`src/rtl/mode_counter_pkg.sv`:
```
// Shared types for the configurable up/down counter: operating modes and one-shot FSM states.
package mode_counter_pkg;

  typedef enum logic [1:0] {
    MODE_WRAP    = 2'd0,
    MODE_SAT     = 2'd1,
    MODE_ONESHOT = 2'd2,
    MODE_HOLD    = 2'd3
  } mode_e;

  typedef enum logic [1:0] {
    IDLE = 2'd0,
    RUN  = 2'd1,
    DONE = 2'd2
  } state_e;

endpackage

```
`src/rtl/mode_counter_step.sv`:
```
// Combinational next-count unit: one wrap/saturate step up or down and the limit-crossing flag.
module mode_counter_step #(
  parameter int WIDTH = 8
) (
  input  logic [WIDTH-1:0] count,
  input  logic [WIDTH-1:0] step,
  input  logic             dir,
  input  logic             sat,
  input  logic [WIDTH-1:0] max,
  output logic [WIDTH-1:0] next,
  output logic             crossed
);

  logic [WIDTH:0] up_sum;
  logic [WIDTH:0] range;
  logic [WIDTH:0] wrap_up;
  logic [WIDTH:0] wrap_dn;

  always_comb begin
    up_sum  = {1'b0, count} + {1'b0, step};
    range   = {1'b0, max} + (WIDTH+1)'(1);
    wrap_up = up_sum - range;
    wrap_dn = {1'b0, count} + range - {1'b0, step};
    next    = count;
    crossed = 1'b0;
    if (dir) begin
      if (sat) begin
        // Reaching the limit counts as crossing, but only when not already parked there.
        if (up_sum >= {1'b0, max}) begin
          next    = max;
          crossed = (count != max);
        end else begin
          next = up_sum[WIDTH-1:0];
        end
      end else if (up_sum > {1'b0, max}) begin
        next    = wrap_up[WIDTH-1:0];
        crossed = 1'b1;
      end else begin
        next = up_sum[WIDTH-1:0];
      end
    end else begin
      if (sat) begin
        if (step >= count) begin
          next    = '0;
          crossed = (count != '0);
        end else begin
          next = count - step;
        end
      end else if (step > count) begin
        next    = wrap_dn[WIDTH-1:0];
        crossed = 1'b1;
      end else begin
        next = count - step;
      end
    end
  end

endmodule

```
`src/rtl/mode_counter.sv`:
```
// Configurable up/down counter with wrap, saturate, hold and one-shot timer modes.
module mode_counter
  import mode_counter_pkg::*;
#(
  parameter int               WIDTH = 8,
  parameter logic [WIDTH-1:0] MAX   = {WIDTH{1'b1}}
) (
  input  logic             clk,
  input  logic             rst_n,
  input  logic             en,
  input  logic             dir,
  input  logic [WIDTH-1:0] step,
  input  logic             load,
  input  logic [WIDTH-1:0] load_val,
  input  logic [1:0]       mode,
  input  logic             start,
  output logic [WIDTH-1:0] count,
  output logic             tc,
  output logic             busy,
  output logic             done
);

  function automatic logic [WIDTH-1:0] clamp_max(input logic [WIDTH-1:0] v);
    return (v > MAX) ? MAX : v;
  endfunction

  mode_e            m;
  state_e           state_q, state_d;
  logic [WIDTH-1:0] count_q, count_d;
  logic             tc_q, tc_d;
  logic             dir_q, dir_d;
  logic             dir_eff;
  logic             sat;
  logic [WIDTH-1:0] nxt;
  logic             crossed;

  assign m       = mode_e'(mode);
  // A one-shot run keeps the direction captured at start, ignoring later dir changes.
  assign dir_eff = (m == MODE_ONESHOT) ? dir_q : dir;
  assign sat     = (m != MODE_WRAP);

  mode_counter_step #(.WIDTH(WIDTH)) u_step (
    .count   (count_q),
    .step    (clamp_max(step)),
    .dir     (dir_eff),
    .sat     (sat),
    .max     (MAX),
    .next    (nxt),
    .crossed (crossed)
  );

  always_ff @(posedge clk or negedge rst_n) begin
    if (!rst_n) begin
      state_q <= IDLE;
      count_q <= '0;
      tc_q    <= 1'b0;
      dir_q   <= 1'b0;
    end else begin
      state_q <= state_d;
      count_q <= count_d;
      tc_q    <= tc_d;
      dir_q   <= dir_d;
    end
  end

  always_comb begin
    state_d = state_q;
    count_d = count_q;
    tc_d    = 1'b0;
    dir_d   = dir_q;
    if (m != MODE_ONESHOT) begin
      // Leaving ONESHOT mid-run aborts to IDLE; the count is frozen for that cycle.
      state_d = IDLE;
      if (load) begin
        count_d = clamp_max(load_val);
      end else if (state_q == IDLE && m != MODE_HOLD && en) begin
        count_d = nxt;
        tc_d    = crossed;
      end
    end else begin
      if (load) begin
        count_d = clamp_max(load_val);
      end else if (start) begin
        count_d = dir ? '0 : MAX;
        state_d = RUN;
        dir_d   = dir;
      end else if (state_q == RUN && en) begin
        count_d = nxt;
        tc_d    = crossed;
        if (crossed) state_d = DONE;
      end
    end
  end

  assign count = count_q;
  assign tc    = tc_q;
  assign busy  = (state_q == RUN);
  assign done  = (state_q == DONE);

endmodule
```
`config.mk`:
```
export PLATFORM = sky130hd
export DESIGN_NAME = mode_counter
export DESIGN_NICKNAME = d
export VERILOG_FILES = /design/src/rtl/mode_counter_pkg.sv /design/src/rtl/mode_counter_step.sv /design/src/rtl/mode_counter.sv
export SDC_FILE = /design/constraint.sdc
export NUM_CORES = 1
export LEC_CHECK = 0
export ABC_AREA = 0
export CORE_MARGIN = 3
export CORE_UTILIZATION = 52
export DETAILED_ROUTE_END_ITERATION = 12
export PLACE_DENSITY = 0.81
export SYNTH_ARGS = -nofsm -noshare
export SYNTH_HDL_FRONTEND = slang
export SYNTH_SLANG_ARGS = --single-unit
```
`constraint.sdc`:
```
create_clock -name clk -period 6.7 [get_ports clk]
set_input_delay 1.675 -clock clk [delete_from_list [all_inputs] [get_ports clk]]
set_output_delay 1.675 -clock clk [all_outputs]
set_load 0.02 [all_outputs]
```
==> impl_metrics.py <==
metrics = {
    "timing": {
        "fmax_mhz": 245,
        "fin_crit_sh": 0.609,
        "finalHoldViolCount": 0,
        "setup_tns_ps": 0,
        "slew_headroom": 0.391,
        "layout_min_cycle_time_ps": 4080,
        "tightest_slew_ps": 888,
        "finalSetupViolations": 0,
        "fin_skew_ps": 4.90,
        "rsz0062_at_grt": "no",
        "final_max_slew_viol_count": 0,
    },
    "synth": {
        "synth_common_cells": "nor2_1, nand2_1, ha_1",
        "avgSynthCellArea_um2": 8.02,
        "synth_most_common_cell": "nor2_1",
        "synth_top_area_share": 0.175,
        "async_flop_share": 1.00,
        "synth_ff_type": "dfrtp_1",
        "synth_top_area_cell": "dfrtp_1",
        "ys_seq_elements": 12,
        "syn_area_um2": 1720,
        "synth_cell_types": 61,
        "syn_inst": 214,
        "syn-num-nets": 256,
        "synth.area.top_cells": "dfrtp_1, ha_1, nor2_1",
        "seq_area_frac_synth": 0.175,
        "synth-edff-count": 0,
        "yosys_warnings": 0,
    },
    "placed_design": {
        "dp_hpwl_mm": 3.58,
        "io_buffers": 34,
        "place.gp.congestion": 0.947,
    },
    "worst_setup_path": {
        "critPathRequiredTime_ps": 6890,
        "startpoint_type": "input port",
        "critPathArrivalTime_ps": 4270,
        "crit_family": "adder cells",
        "cp-end-kind": "register",
        "cp_slowest_cell": "fa_1",
        "path_buf_inv": 1,
        "r2r_slack_ps": 3980,
        "path_max_fanout": 4,
        "critPathKind": "in -> reg",
        "cp_slowest_stage_delay_ps": 450,
        "path_cells": "clkdlybuf4s50_1 -> ha_1 -> fa_1 -> xor2_1 -> nor4b_2 -> o221ai_2 -> nor3_2 -> a31oi_1 -> and3_1 -> a311oi_2",
    },
    "routing": {
        "dr_wl_met2_mm": 2.11,
        "vias": 1733,
        "viasPerCell": 6.00,
        "top_layer": "met4",
        "drcViolationCount": 0,
        "drtPass1Iterations": 5,
        "wl_met1_mm": 2.10,
        "wl_met3_um": 265,
        "drtAntennaViolNets": 0,
        "drt_iter0_drc": 78,
        "wl_per_cell_um": 15.7,
        "wl_mm": 4.52,
    },
    "cells_and_area": {
        "finalNetCount": 288,
        "synthToLayoutAreaGrowth_pct": 22.1,
        "final_core_utilization": 0.675,
        "antenna_cells": 0,
        "drive_gt1_frac": 0.0898,
    },
    "grt": {
        "overflow": 0,
        "grt_max_degree": 17,
        "grt.total_usage": 0.235,
        "grt_pass1_vias": 1654,
        "grt_pass1_wl_mm": 7.62,
        "antenna_found_initial": 0,
    },
    "floorplanning": {
        "top_level_ports": 35,
        "fp.dieW_um": 63.4,
        "core_um2": 3100,
        "rows": 20,
        "start_util": 0.553,
        "die-height_um": 63.4,
        "die-area_um2": 4020,
    },
    "run": {
        "drv_cap": 0,
    },
    "pwr": {
        "netSwitchingFraction": 0.489,
        "p_clk_frac": 0.104,
        "p_per_area_nw_per_um2": 269,
        "internal_power_mw": 0.288,
        "pwr-share-comb": 0.687,
        "switchingPower_mw": 0.276,
        "cellLeakagePower_nw": 0.885,
        "seqPwrFrac": 0.209,
        "vdd_drop_max_mv": 0.172,
    },
    "cts": {
        "cts.sinks": 12,
        "clk_pin_slew_ps": 80,
        "cts_buffers": 3,
        "cts_resized": 0,
        "clk_path_buf_depth": 2,
        "cts_tree": "built",
        "post_cts_buffers": 0,
        "postCtsHoldBufs": 0,
        "clk_latency_ps": 280,
        "clock-root-buffer": "clkbuf_4",
        "cts.htree.levels": 1,
    },
    "outcome": {
        "status": "finished, final reports clean",
    },
    "hold_path": {
        "hp-class": "reg -> reg",
    },
}
cells in the final DEF, fill, tap and decap left out, types with 2 or more instances in the layout:
master | synthesis | routed
a31oi_1 | 5 | 5
nor3_1 | 9 | 9
xor2_1 | 2 | 2
a311oi_1 | 2 | 2
a21oi_1 | 12 | 12
and3_1 | 3 | 3
nand3b_1 | 2 | 2
nor2b_1 | 7 | 7
fa_1 | 2 | 2
nand2_1 | 19 | 19
a21o_1 | 3 | 3
o22ai_1 | 2 | 2
mux2i_1 | 2 | 2
dfrtp_1 | 12 | 12
nor2_1 | 21 | 21
o21a_1 | 3 | 3
o21ai_0 | 11 | 11
clkbuf_4 | 0 | 3
a211oi_1 | 2 | 2
o41ai_1 | 2 | 2
nand4_1 | 4 | 4
inv_1 | 13 | 13
clkdlybuf4s50_1 | 0 | 34
o21ai_1 | 2 | 2
o211ai_1 | 2 | 2
ha_1 | 16 | 16
nor4_1 | 2 | 2
nand2b_1 | 3 | 3
nand3_1 | 3 | 3
o221ai_2 | 2 | 2
a21boi_0 | 2 | 2
xnor2_1 | 8 | 8
o31ai_1 | 2 | 2
worst paths after layout:
path / startpoint / endpoint / cells past startpoint
max: step[0] / count[3] / 10
min: dir_q / dir_q / 1
max reg2reg: count[0] / count[3] / 9
min reg2reg: dir_q / dir_q / 1
max in group asynchronous: rst_n / state_q[1] / 1
min in group asynchronous: rst_n / count[5] / 1
layer usage:
layer  track usage  up-vias
met2         0.377       70
met4        0.0566        0
met1         0.324      800
met3        0.0428        7
met5             0        -
li1              -      856
through the flow:
stage	instances	cell area, um^2	hold slack [ps]	power, mW	worst slack, ps
floorplan	214	1720	502	0.401	3030
global placement	285	2060	524	0.499	2400
detailed placement	285	2060	530	0.501	2320
CTS	289	2090	548	0.561	2610
global route	289	2090	590	0.608	2440
finish	289	2090	547	0.564	2620
registers in the layout, summed over array words and instances, names as in the netlist:
signal / count
count: 8
state_q: 2
dir_q: 1
tc: 1
power groups by stage:
stage | registers [mW] | clock network (mW) | logic (mW)
floorplan | 0.126 | 0 | 0.275
global placement | 0.119 | 0 | 0.380
detailed placement | 0.119 | 0 | 0.382
CTS | 0.118 | 0.0588 | 0.385
global route | 0.122 | 0.0646 | 0.422
finish | 0.118 | 0.0584 | 0.387
cell families (layout without fill, tap and decap cells):
family                     Yosys count  in the layout  synth area share
and+or+nand+nor                     84             84             0.258
AOI/OAI and AO/OA                   66             66             0.296
buffers and inverters               21             52            0.0613
adders and majority gates           18             18             0.140
DFF                                 12             12             0.175
xor gates and xnor gates            10             10            0.0511
muxes                                3              3            0.0182
final cells by class:
type	instances	area [um^2]
sequential	12	300
multi-input combinational	181	1310
tap	44	55.1
clock buffer	4	36.3
timing repair buffer	34	340
inverter	14	52.6
fill	300	1010
(Power assumes the default switching activity.)
